$ cat config.mk
export PLATFORM = sky130hd
export DESIGN_NAME = ram_stream_reader_flat
export DESIGN_NICKNAME = d
export VERILOG_FILES = /design/src/rtl/ram_rd_pkg.sv /design/src/rtl/ram_stream_reader_if.sv /design/src/rtl/ram_rd_skid_fifo.sv /design/src/rtl/ram_stream_reader.sv /design/src/flat_wrapper.sv
export SDC_FILE = /design/constraint.sdc
export NUM_CORES = 1
export LEC_CHECK = 0
export CAP_MARGIN = 0
export CORE_MARGIN = 3
export CORE_UTILIZATION = 30
export CTS_CLUSTER_SIZE = 28
export DETAILED_ROUTE_END_ITERATION = 8
export SLEW_MARGIN = 20
export SYNTH_ARGS = -nofsm -noshare
export SYNTH_HDL_FRONTEND = slang
export SYNTH_SLANG_ARGS = --single-unit
export TNS_END_PERCENT = 30
$ cat constraint.sdc
create_clock -name Clk -period 2.2 [get_ports Clk]
set_clock_uncertainty 0.2 [all_clocks]
set_input_delay 0.22 -clock Clk [delete_from_list [all_inputs] [get_ports Clk]]
set_output_delay 0.22 -clock Clk [all_outputs]
set_load 0.01 [all_outputs]
$ cat src/rtl/ram_rd_pkg.sv
// Shared types and default sizes for the RAM stream reader.
// The optional Abort input is built in when RAM_RD_ABORT_EN is defined.
package ram_rd_pkg;

  localparam int RD_ADDR_W_DEF = 10;
  localparam int RD_DATA_W_DEF = 16;
  localparam int RD_LAT_DEF    = 2;
  localparam int RD_FIFO_D_DEF = 4;

  typedef enum logic [1:0] {
    IDLE  = 2'd0,
    RUN   = 2'd1,
    DRAIN = 2'd2,
    DONE  = 2'd3
  } rd_state_e;

endpackage

$ cat src/rtl/ram_stream_reader_if.sv
// Command, RAM read port and output stream of the RAM stream reader.
// Carries the Abort input only when RAM_RD_ABORT_EN is defined.
interface ram_stream_reader_if
  import ram_rd_pkg::*;
#(
  parameter int ADDR_W = RD_ADDR_W_DEF,
  parameter int DATA_W = RD_DATA_W_DEF
);

  logic              Start;
  logic [ADDR_W-1:0] StartAddr;
  logic [ADDR_W:0]   Len;
  logic              Busy;
  logic              Done;
  logic [ADDR_W-1:0] RA;
  logic              RClk_En;
  logic [DATA_W-1:0] RD;
  logic [DATA_W-1:0] DOut;
  logic              DOut_Valid;
  logic              DOut_Ready;
`ifdef RAM_RD_ABORT_EN
  logic              Abort;
`endif

  // The reader is the master; the command source, RAM and consumer are the slave side.
  modport master (
`ifdef RAM_RD_ABORT_EN
    input  Abort,
`endif
    input  Start, StartAddr, Len, RD, DOut_Ready,
    output Busy, Done, RA, RClk_En, DOut, DOut_Valid
  );

  modport slave (
`ifdef RAM_RD_ABORT_EN
    output Abort,
`endif
    output Start, StartAddr, Len, RD, DOut_Ready,
    input  Busy, Done, RA, RClk_En, DOut, DOut_Valid
  );

endinterface

$ cat src/rtl/ram_rd_skid_fifo.sv
// Small synchronous FIFO buffering RAM return words ahead of the output stream.
// Flush empties it in one cycle; the head is driven to zero while empty.
module ram_rd_skid_fifo #(
  parameter int DATA_W = 16,
  parameter int DEPTH  = 4
) (
  input  logic                       i_clk,
  input  logic                       i_rst,
  input  logic                       i_push,
  input  logic [DATA_W-1:0]          i_data,
  input  logic                       i_pop,
  input  logic                       i_flush,
  output logic [DATA_W-1:0]          o_data,
  output logic                       o_valid,
  output logic [$clog2(DEPTH+1)-1:0] o_count
);

  localparam int PTR_W = (DEPTH > 1) ? $clog2(DEPTH) : 1;
  localparam int CNT_W = $clog2(DEPTH + 1);

  logic [DATA_W-1:0] r_mem [DEPTH];
  logic [PTR_W-1:0]  r_wr_ptr;
  logic [PTR_W-1:0]  r_rd_ptr;
  logic [CNT_W-1:0]  r_count;
  logic              w_push;
  logic              w_pop;

  assign w_push = i_push && !i_flush;
  assign w_pop  = i_pop && (r_count != '0) && !i_flush;

  function automatic logic [PTR_W-1:0] ptr_inc(input logic [PTR_W-1:0] p);
    return (p == PTR_W'(DEPTH - 1)) ? '0 : p + PTR_W'(1);
  endfunction

  // NOTE: the storage array is deliberately not reset; validity is tracked by r_count alone.
  always_ff @(posedge i_clk) begin
    if (w_push) r_mem[r_wr_ptr] <= i_data;
  end

  always_ff @(posedge i_clk or posedge i_rst) begin
    if (i_rst) begin
      r_wr_ptr <= '0;
      r_rd_ptr <= '0;
      r_count  <= '0;
    end else if (i_flush) begin
      r_wr_ptr <= '0;
      r_rd_ptr <= '0;
      r_count  <= '0;
    end else begin
      if (w_push) r_wr_ptr <= ptr_inc(r_wr_ptr);
      if (w_pop)  r_rd_ptr <= ptr_inc(r_rd_ptr);
      if (w_push && !w_pop)      r_count <= r_count + CNT_W'(1);
      else if (!w_push && w_pop) r_count <= r_count - CNT_W'(1);
    end
  end

  assign o_valid = (r_count != '0);
  assign o_data  = o_valid ? r_mem[r_rd_ptr] : '0;
  assign o_count = r_count;

  // The reader's credit scheme must never push into a full buffer without a matching pop.
  a_no_overflow: assert property (@(posedge i_clk) disable iff (i_rst)
    !(w_push && !w_pop && (r_count == CNT_W'(DEPTH))));

endmodule

$ cat src/rtl/ram_stream_reader.sv
// Burst read initiator: drives RA/RClk_En, absorbs RAM latency, emits a valid/ready stream.
// Defining RAM_RD_ABORT_EN adds an Abort input that ends a burst early.
module ram_stream_reader
  import ram_rd_pkg::*;
#(
  parameter int ADDR_W = RD_ADDR_W_DEF,
  parameter int DATA_W = RD_DATA_W_DEF,
  parameter int RD_LAT = RD_LAT_DEF,
  parameter int FIFO_D = RD_FIFO_D_DEF
) (
  input logic                 Clk,
  input logic                 Rst,
  ram_stream_reader_if.master bus
);

  localparam int CNT_W = $clog2(FIFO_D + 1);
  localparam int SUM_W = $clog2(FIFO_D + RD_LAT + 1);

  if (RD_LAT < 1 || FIFO_D < RD_LAT + 1) begin : g_bad_cfg
    $error("ram_stream_reader: need RD_LAT >= 1 and FIFO_D >= RD_LAT+1");
  end

  rd_state_e         r_state;
  rd_state_e         w_state_nxt;
  logic [ADDR_W-1:0] r_addr;
  logic [ADDR_W:0]   r_remaining;
  logic [RD_LAT-1:0] r_pipe;
  logic [CNT_W-1:0]  w_fifo_count;
  logic [DATA_W-1:0] w_fifo_data;
  logic              w_fifo_valid;
  logic              w_credit_ok;
  logic              w_issue;
  logic              w_last_issue;
  logic              w_push;
  logic              w_pop;
  logic              w_drained;
  logic              w_abort;

`ifdef RAM_RD_ABORT_EN
  assign w_abort = bus.Abort && ((r_state == RUN) || (r_state == DRAIN));
`else
  assign w_abort = 1'b0;
`endif

  // Credit counts buffered words plus reads still in the RAM pipe, so every issued word has a slot.
  assign w_credit_ok  = (SUM_W'(w_fifo_count) + SUM_W'($countones(r_pipe))) < SUM_W'(FIFO_D);
  assign w_issue      = (r_state == RUN) && w_credit_ok && !w_abort;
  assign w_last_issue = w_issue && (r_remaining == (ADDR_W+1)'(1));
  assign w_push       = r_pipe[RD_LAT-1] && !w_abort;
  assign w_pop        = w_fifo_valid && bus.DOut_Ready;
  assign w_drained    = (r_pipe == '0) && (w_fifo_count == CNT_W'(w_pop));

  // NOTE: next-state is defaulted before the case so no path leaves it unassigned (no latch).
  always_comb begin
    w_state_nxt = r_state;
    case (r_state)
      IDLE:    if (bus.Start) w_state_nxt = (bus.Len == '0) ? DONE : RUN;
      RUN:     if (w_abort) w_state_nxt = DONE;
               else if (w_last_issue) w_state_nxt = DRAIN;
      DRAIN:   if (w_abort || w_drained) w_state_nxt = DONE;
      DONE:    w_state_nxt = IDLE;
      default: w_state_nxt = IDLE;
    endcase
  end

  always_ff @(posedge Clk or posedge Rst) begin
    if (Rst) begin
      r_state     <= IDLE;
      r_addr      <= '0;
      r_remaining <= '0;
      r_pipe      <= '0;
    end else begin
      r_state <= w_state_nxt;
      r_pipe  <= w_abort ? '0 : ((r_pipe << 1) | RD_LAT'(w_issue));
      if ((r_state == IDLE) && bus.Start) begin
        r_addr      <= bus.StartAddr;
        r_remaining <= bus.Len;
      end else if (w_issue) begin
        r_addr      <= r_addr + 1'b1;
        r_remaining <= r_remaining - 1'b1;
      end
    end
  end

  ram_rd_skid_fifo #(
    .DATA_W (DATA_W),
    .DEPTH  (FIFO_D)
  ) u_fifo (
    .i_clk   (Clk),
    .i_rst   (Rst),
    .i_push  (w_push),
    .i_data  (bus.RD),
    .i_pop   (w_pop),
    .i_flush (w_abort),
    .o_data  (w_fifo_data),
    .o_valid (w_fifo_valid),
    .o_count (w_fifo_count)
  );

  assign bus.Busy       = (r_state != IDLE);
  assign bus.Done       = (r_state == DONE);
  assign bus.RA         = r_addr;
  assign bus.RClk_En    = w_issue;
  assign bus.DOut       = w_fifo_data;
  assign bus.DOut_Valid = w_fifo_valid;

endmodule

$ cat src/flat_wrapper.sv
// flat-port wrapper written by rule: the top's interface ports become plain ports
module ram_stream_reader_flat import ram_rd_pkg::*;
#(
  parameter int ADDR_W = RD_ADDR_W_DEF,
  parameter int DATA_W = RD_DATA_W_DEF,
  parameter int RD_LAT = RD_LAT_DEF,
  parameter int FIFO_D = RD_FIFO_D_DEF
)
  (Clk, Rst, bus_Start, bus_StartAddr, bus_Len, bus_RD, bus_DOut_Ready, bus_Busy, bus_Done, bus_RA, bus_RClk_En, bus_DOut, bus_DOut_Valid);
  ram_stream_reader_if #(.ADDR_W(ADDR_W), .DATA_W(DATA_W)) bus_i ();
  input logic Clk;
  input logic Rst;
  input wire logic [$bits(bus_i.Start)-1:0] bus_Start;
  input wire logic [$bits(bus_i.StartAddr)-1:0] bus_StartAddr;
  input wire logic [$bits(bus_i.Len)-1:0] bus_Len;
  input wire logic [$bits(bus_i.RD)-1:0] bus_RD;
  input wire logic [$bits(bus_i.DOut_Ready)-1:0] bus_DOut_Ready;
  output wire logic [$bits(bus_i.Busy)-1:0] bus_Busy;
  output wire logic [$bits(bus_i.Done)-1:0] bus_Done;
  output wire logic [$bits(bus_i.RA)-1:0] bus_RA;
  output wire logic [$bits(bus_i.RClk_En)-1:0] bus_RClk_En;
  output wire logic [$bits(bus_i.DOut)-1:0] bus_DOut;
  output wire logic [$bits(bus_i.DOut_Valid)-1:0] bus_DOut_Valid;
  assign bus_i.Start = bus_Start;
  assign bus_i.StartAddr = bus_StartAddr;
  assign bus_i.Len = bus_Len;
  assign bus_i.RD = bus_RD;
  assign bus_i.DOut_Ready = bus_DOut_Ready;
  assign bus_Busy = bus_i.Busy;
  assign bus_Done = bus_i.Done;
  assign bus_RA = bus_i.RA;
  assign bus_RClk_En = bus_i.RClk_En;
  assign bus_DOut = bus_i.DOut;
  assign bus_DOut_Valid = bus_i.DOut_Valid;
  ram_stream_reader #(.ADDR_W(ADDR_W), .DATA_W(DATA_W), .RD_LAT(RD_LAT), .FIFO_D(FIFO_D)) u_core (.Clk(Clk), .Rst(Rst), .bus(bus_i));
endmodule
==> key figures <==
Synthesis
  – Synth Area per Inst: 14.2 sq um
  – Yosys reg bits: 96
  – Compound-cell area share of the yosys netlist: 4.12%
  – Post-synth cell types: 35
  – Post-synth EDFFs: 64
  – Mapped Area: 4310 sq um
  – Mux share of post-synthesis cell area: 9.61%
  – Synth Net Count: 362
  – Top_reg_cell synth: edfxtp_1
  – Synth Area in Adders: 5.40%
  – Largest family of logic cells by synthesized area: simple AND/OR/NAND/NOR gates
  – Seq/Total Area, Yosys: 63.2%
  – Synth warn: 0
  – Synth Area in Simple Gates: 11.1%
  – Cells after Synth: 303
  – XOR/XNOR Fraction of Synth Area: 4.27%
  – Async S/R FF share, synth: 33.3%

Worst setup path
  – Crit path from: u_core.r_pipe[1]$_DFF_PP0_
  – Critical Path Fanout Max: 3
  – R2r startpoint: u_core.r_pipe[1]$_DFF_PP0_
  – CP required: 1780 ps
  – Worst path depth: 6
  – Critical Path End Type: output port
  – Crit Path Class: reg2out
  – Largest delay share family, worst path: compound AO/OA/AOI/OAI gates
  – FF-to-FF setup slack: -30 ps
  – Critical Path Most Common Cell: ha_4
  – R2R cell count: 8
  – Max incr delay on CP: 440 ps
  – Critical path buffer and inverter count: 2
  – Critical R2R Capture: u_core.r_remaining[9]$_DFFE_PP0P_
  – Critical Path Start Type: flip-flop
  – Slowest cell on crit path: dfrtp_2
  – Data arrival, critical path: 1830 ps
  – Worst Setup EP: bus_RClk_En
  – Crit path cell chain: ha_4, ha_4, a311oi_4, o31ai_4, inv_2, buf_6

Timing
  – Max-slew headroom: 70.8%
  – Fin crit share: 102%
  – Final setup fails: 9
  – RSZ-0062 raised after global routing: true
  – Final Hold Viols: 0
  – Slew @ Worst Pin: 438 ps
  – Fmax: 0.444 GHz
  – Final Max Tran Viols: 0
  – Hold WS: 70.0 ps
  – Worst setup margin: -54.2 ps
  – Min Clock Period, post-route: 2250 ps

Power
  – Leakage: 2.15 nW
  – Seq pwr share: 35.5%
  – Comb pwr share: 45.2%
  – NetSw: 2.70 mW
  – Worst VDD drop: 613 uV
  – Power share of the clock group: 19.2%
  – Pwr per Cell Area: 1320 nW/um^2
  – Switching Fraction: 34.7%
  – Int Pwr: 5.09 mW

Route
  – DRT iter0 DRCs: 98
  – Initial DRT Pass Iterations: 4
  – Total Wirelength: 9210 microns
  – Average wire per standard cell: 15.8 microns
  – Average vias per placed instance: 4.73
  – Antenna Violating Nets Remaining: 0
  – Via Count: 2764
  – Residual DRC: 0

Die
  – Die Width: 126 microns
  – Die Span Y: 126 microns
  – Die footprint: 15800 sq um
  – Site Rows: 43
  – Starting Density: 30.8%
  – I/O pin cnt: 71
  – CORE AREA: 14000 sq um

Global routing
  – GR Layer Usage met3: 3.27%
  – Met1 global-route usage: 15.8%
  – Vias in the first global route: 2907
  – Global-route wire length before repair: 15000 microns
  – Largest net degree at the start of global routing: 33
  – Gr usage total: 12.0%
  – Antenna violations before repair: 0
  – Most used routing layer: met2
  – Met2 Use GR: 19.4%
  – GRT overflow: 0

Clock network
  – Clock slew at reported path FFs: 60 ps
  – H-tree depth: 3
  – Clock tree sinks: 96
  – CTS tree: built
  – CTS max path bufs: 2
  – Root Buffer: clkbuf_16
  – Cts hold-fix bufs: 0
  – Clock latency on the worst-skew pair: 340 ps
  – Num CTS Buffers: 9

Placed design
  – Placed instance count: 561
  – # port buffers: 70
  – Final GP Congestion: 0.718
  – Detailed Place HPWL: 6020 microns

Cells and area
  – Final std cells w/o fill: 584
  – Final #Nets: 458
  – Most frequent cells in the layout: edfxtp_1 (64), clkdlybuf4s50_1 (52), dfrtp_1 (28)
  – Share of cells above drive strength 1: 27.5%
  – Syn-to-layout area delta: 36.5%
  – ANT cells: 0
  – Most common cell after layout, fill and taps aside: edfxtp_1

Worst hold path
  – Hold Path Class: in2async

Run status
  – Run status: finished with violations
  – Failing checks: setup timing

Flow run
  – Max-Cap Viols: 0
[cells in the mapped netlist (6+ instances only)]
cell type   n  area (sq um)
ha_1       17           213
nand4_1     8          50.1
nor2_1     28           105
edfxtp_1   64          1920
nand2_1    11          41.3
nor3_1      6          30.0
dfrtp_1    32           801
xor2_1     12           105
xnor2_1     9          78.8
clkbuf_1    8          30.0
inv_1      13          48.8
a21oi_1    18          90.1
and2_1     21           131
mux4_2     16           360
[power by group through the flow]
stage               logic [mW]  clock network (mW)  registers (mW)
finish                    3.52                1.50            2.77
global route              3.87                1.62            2.82
CTS                       3.41                1.55            2.75
detailed placement        3.26                   0            2.78
global placement          3.22                   0            2.75
floorplan                 1.84                   0            2.76
[state kept, by name, indices dropped and copies added (netlist names)]
signal	count
u_core.bus.RA	10
u_core.r_pipe	2
u_core.r_remaining	11
u_core.r_state	2
u_core.u_fifo.o_count	3
u_core.u_fifo.r_mem	64
u_core.u_fifo.r_rd_ptr	2
u_core.u_fifo.r_wr_ptr	2
[kinds of logic after synthesis]
family,count (synthesis)
flip-flops,96
AND/OR/NAND/NOR,92
AO/OA/AOI/OAI,30
buffers and inverters,25
XOR/XNOR,21
multiplexers,21
adder cells (fa/ha/maj),18
[worst min-delay path, cell delays in order]
cell	delay [ps]
clkdlybuf4s50_1	390
inv_1	50
buf_4	370
[how the worst min path moves through the flow]
stage | from | slack, ps | depth (start not counted) | endpoint
final | Rst | 70 | 3 | u_core.bus.RA[3]$_DFFE_PP0P_
after CTS | Rst | 80 | 3 | u_core.bus.RA[5]$_DFFE_PP0P_
after detailed placement | u_core.r_pipe[0]$_DFF_PP0_ | 260 | 0 | u_core.r_pipe[1]$_DFF_PP0_
after global placement | u_core.r_pipe[0]$_DFF_PP0_ | 240 | 0 | u_core.r_pipe[1]$_DFF_PP0_
after global routing | Rst | 120 | 3 | u_core.u_fifo.r_wr_ptr[0]$_DFFE_PP0P_
after floorplan | bus_RD[0] | 120 | 0 | u_core.u_fifo.r_mem[0][0]$_DFFE_PP_
[layer usage]
layer / share of wire, % / vias up
met5: 0 / -
met4: 1.7 / 0
met3: 5.4 / 16
met2: 48 / 79
met1: 45 / 1356
li1: - / 1313
[area by class of cell]
cell class / count / area (sq um)
Clock buffer: 9 / 225
Tap cell: 180 / 225
Clock inverter: 7 / 61.3
Timing Repair Buffer: 97 / 941
Multi-Input combinational cell: 182 / 1660
Inverter: 13 / 48.8
Sequential cell: 96 / 2730
Fill cell: 1310 / 8100
[stage by stage]
step	utilization, %	TNS, ps	worst slack [ps]	total power [mW]	cell area (sq um)
after CTS	41.4	-1300	-149	7.71	5790
after floorplan	-	-4.34	-4.34	4.60	4380
after global routing	42.1	-2280	-138	8.31	5890
final	42.1	-261	-54.2	7.79	5890
after detailed placement	38.8	-1230	-128	6.04	5420
after global placement	38.8	-721	-106	5.98	5420
[timing repair]
item,CTS,global route
setup endpoints to repair,38,41
pin swaps,9,12
gates resized for setup,90,20
hold endpoints to repair,0,0
cloned,1,0
buffers inserted,6,0
Note: power is estimated with default switching activity, not from simulation.
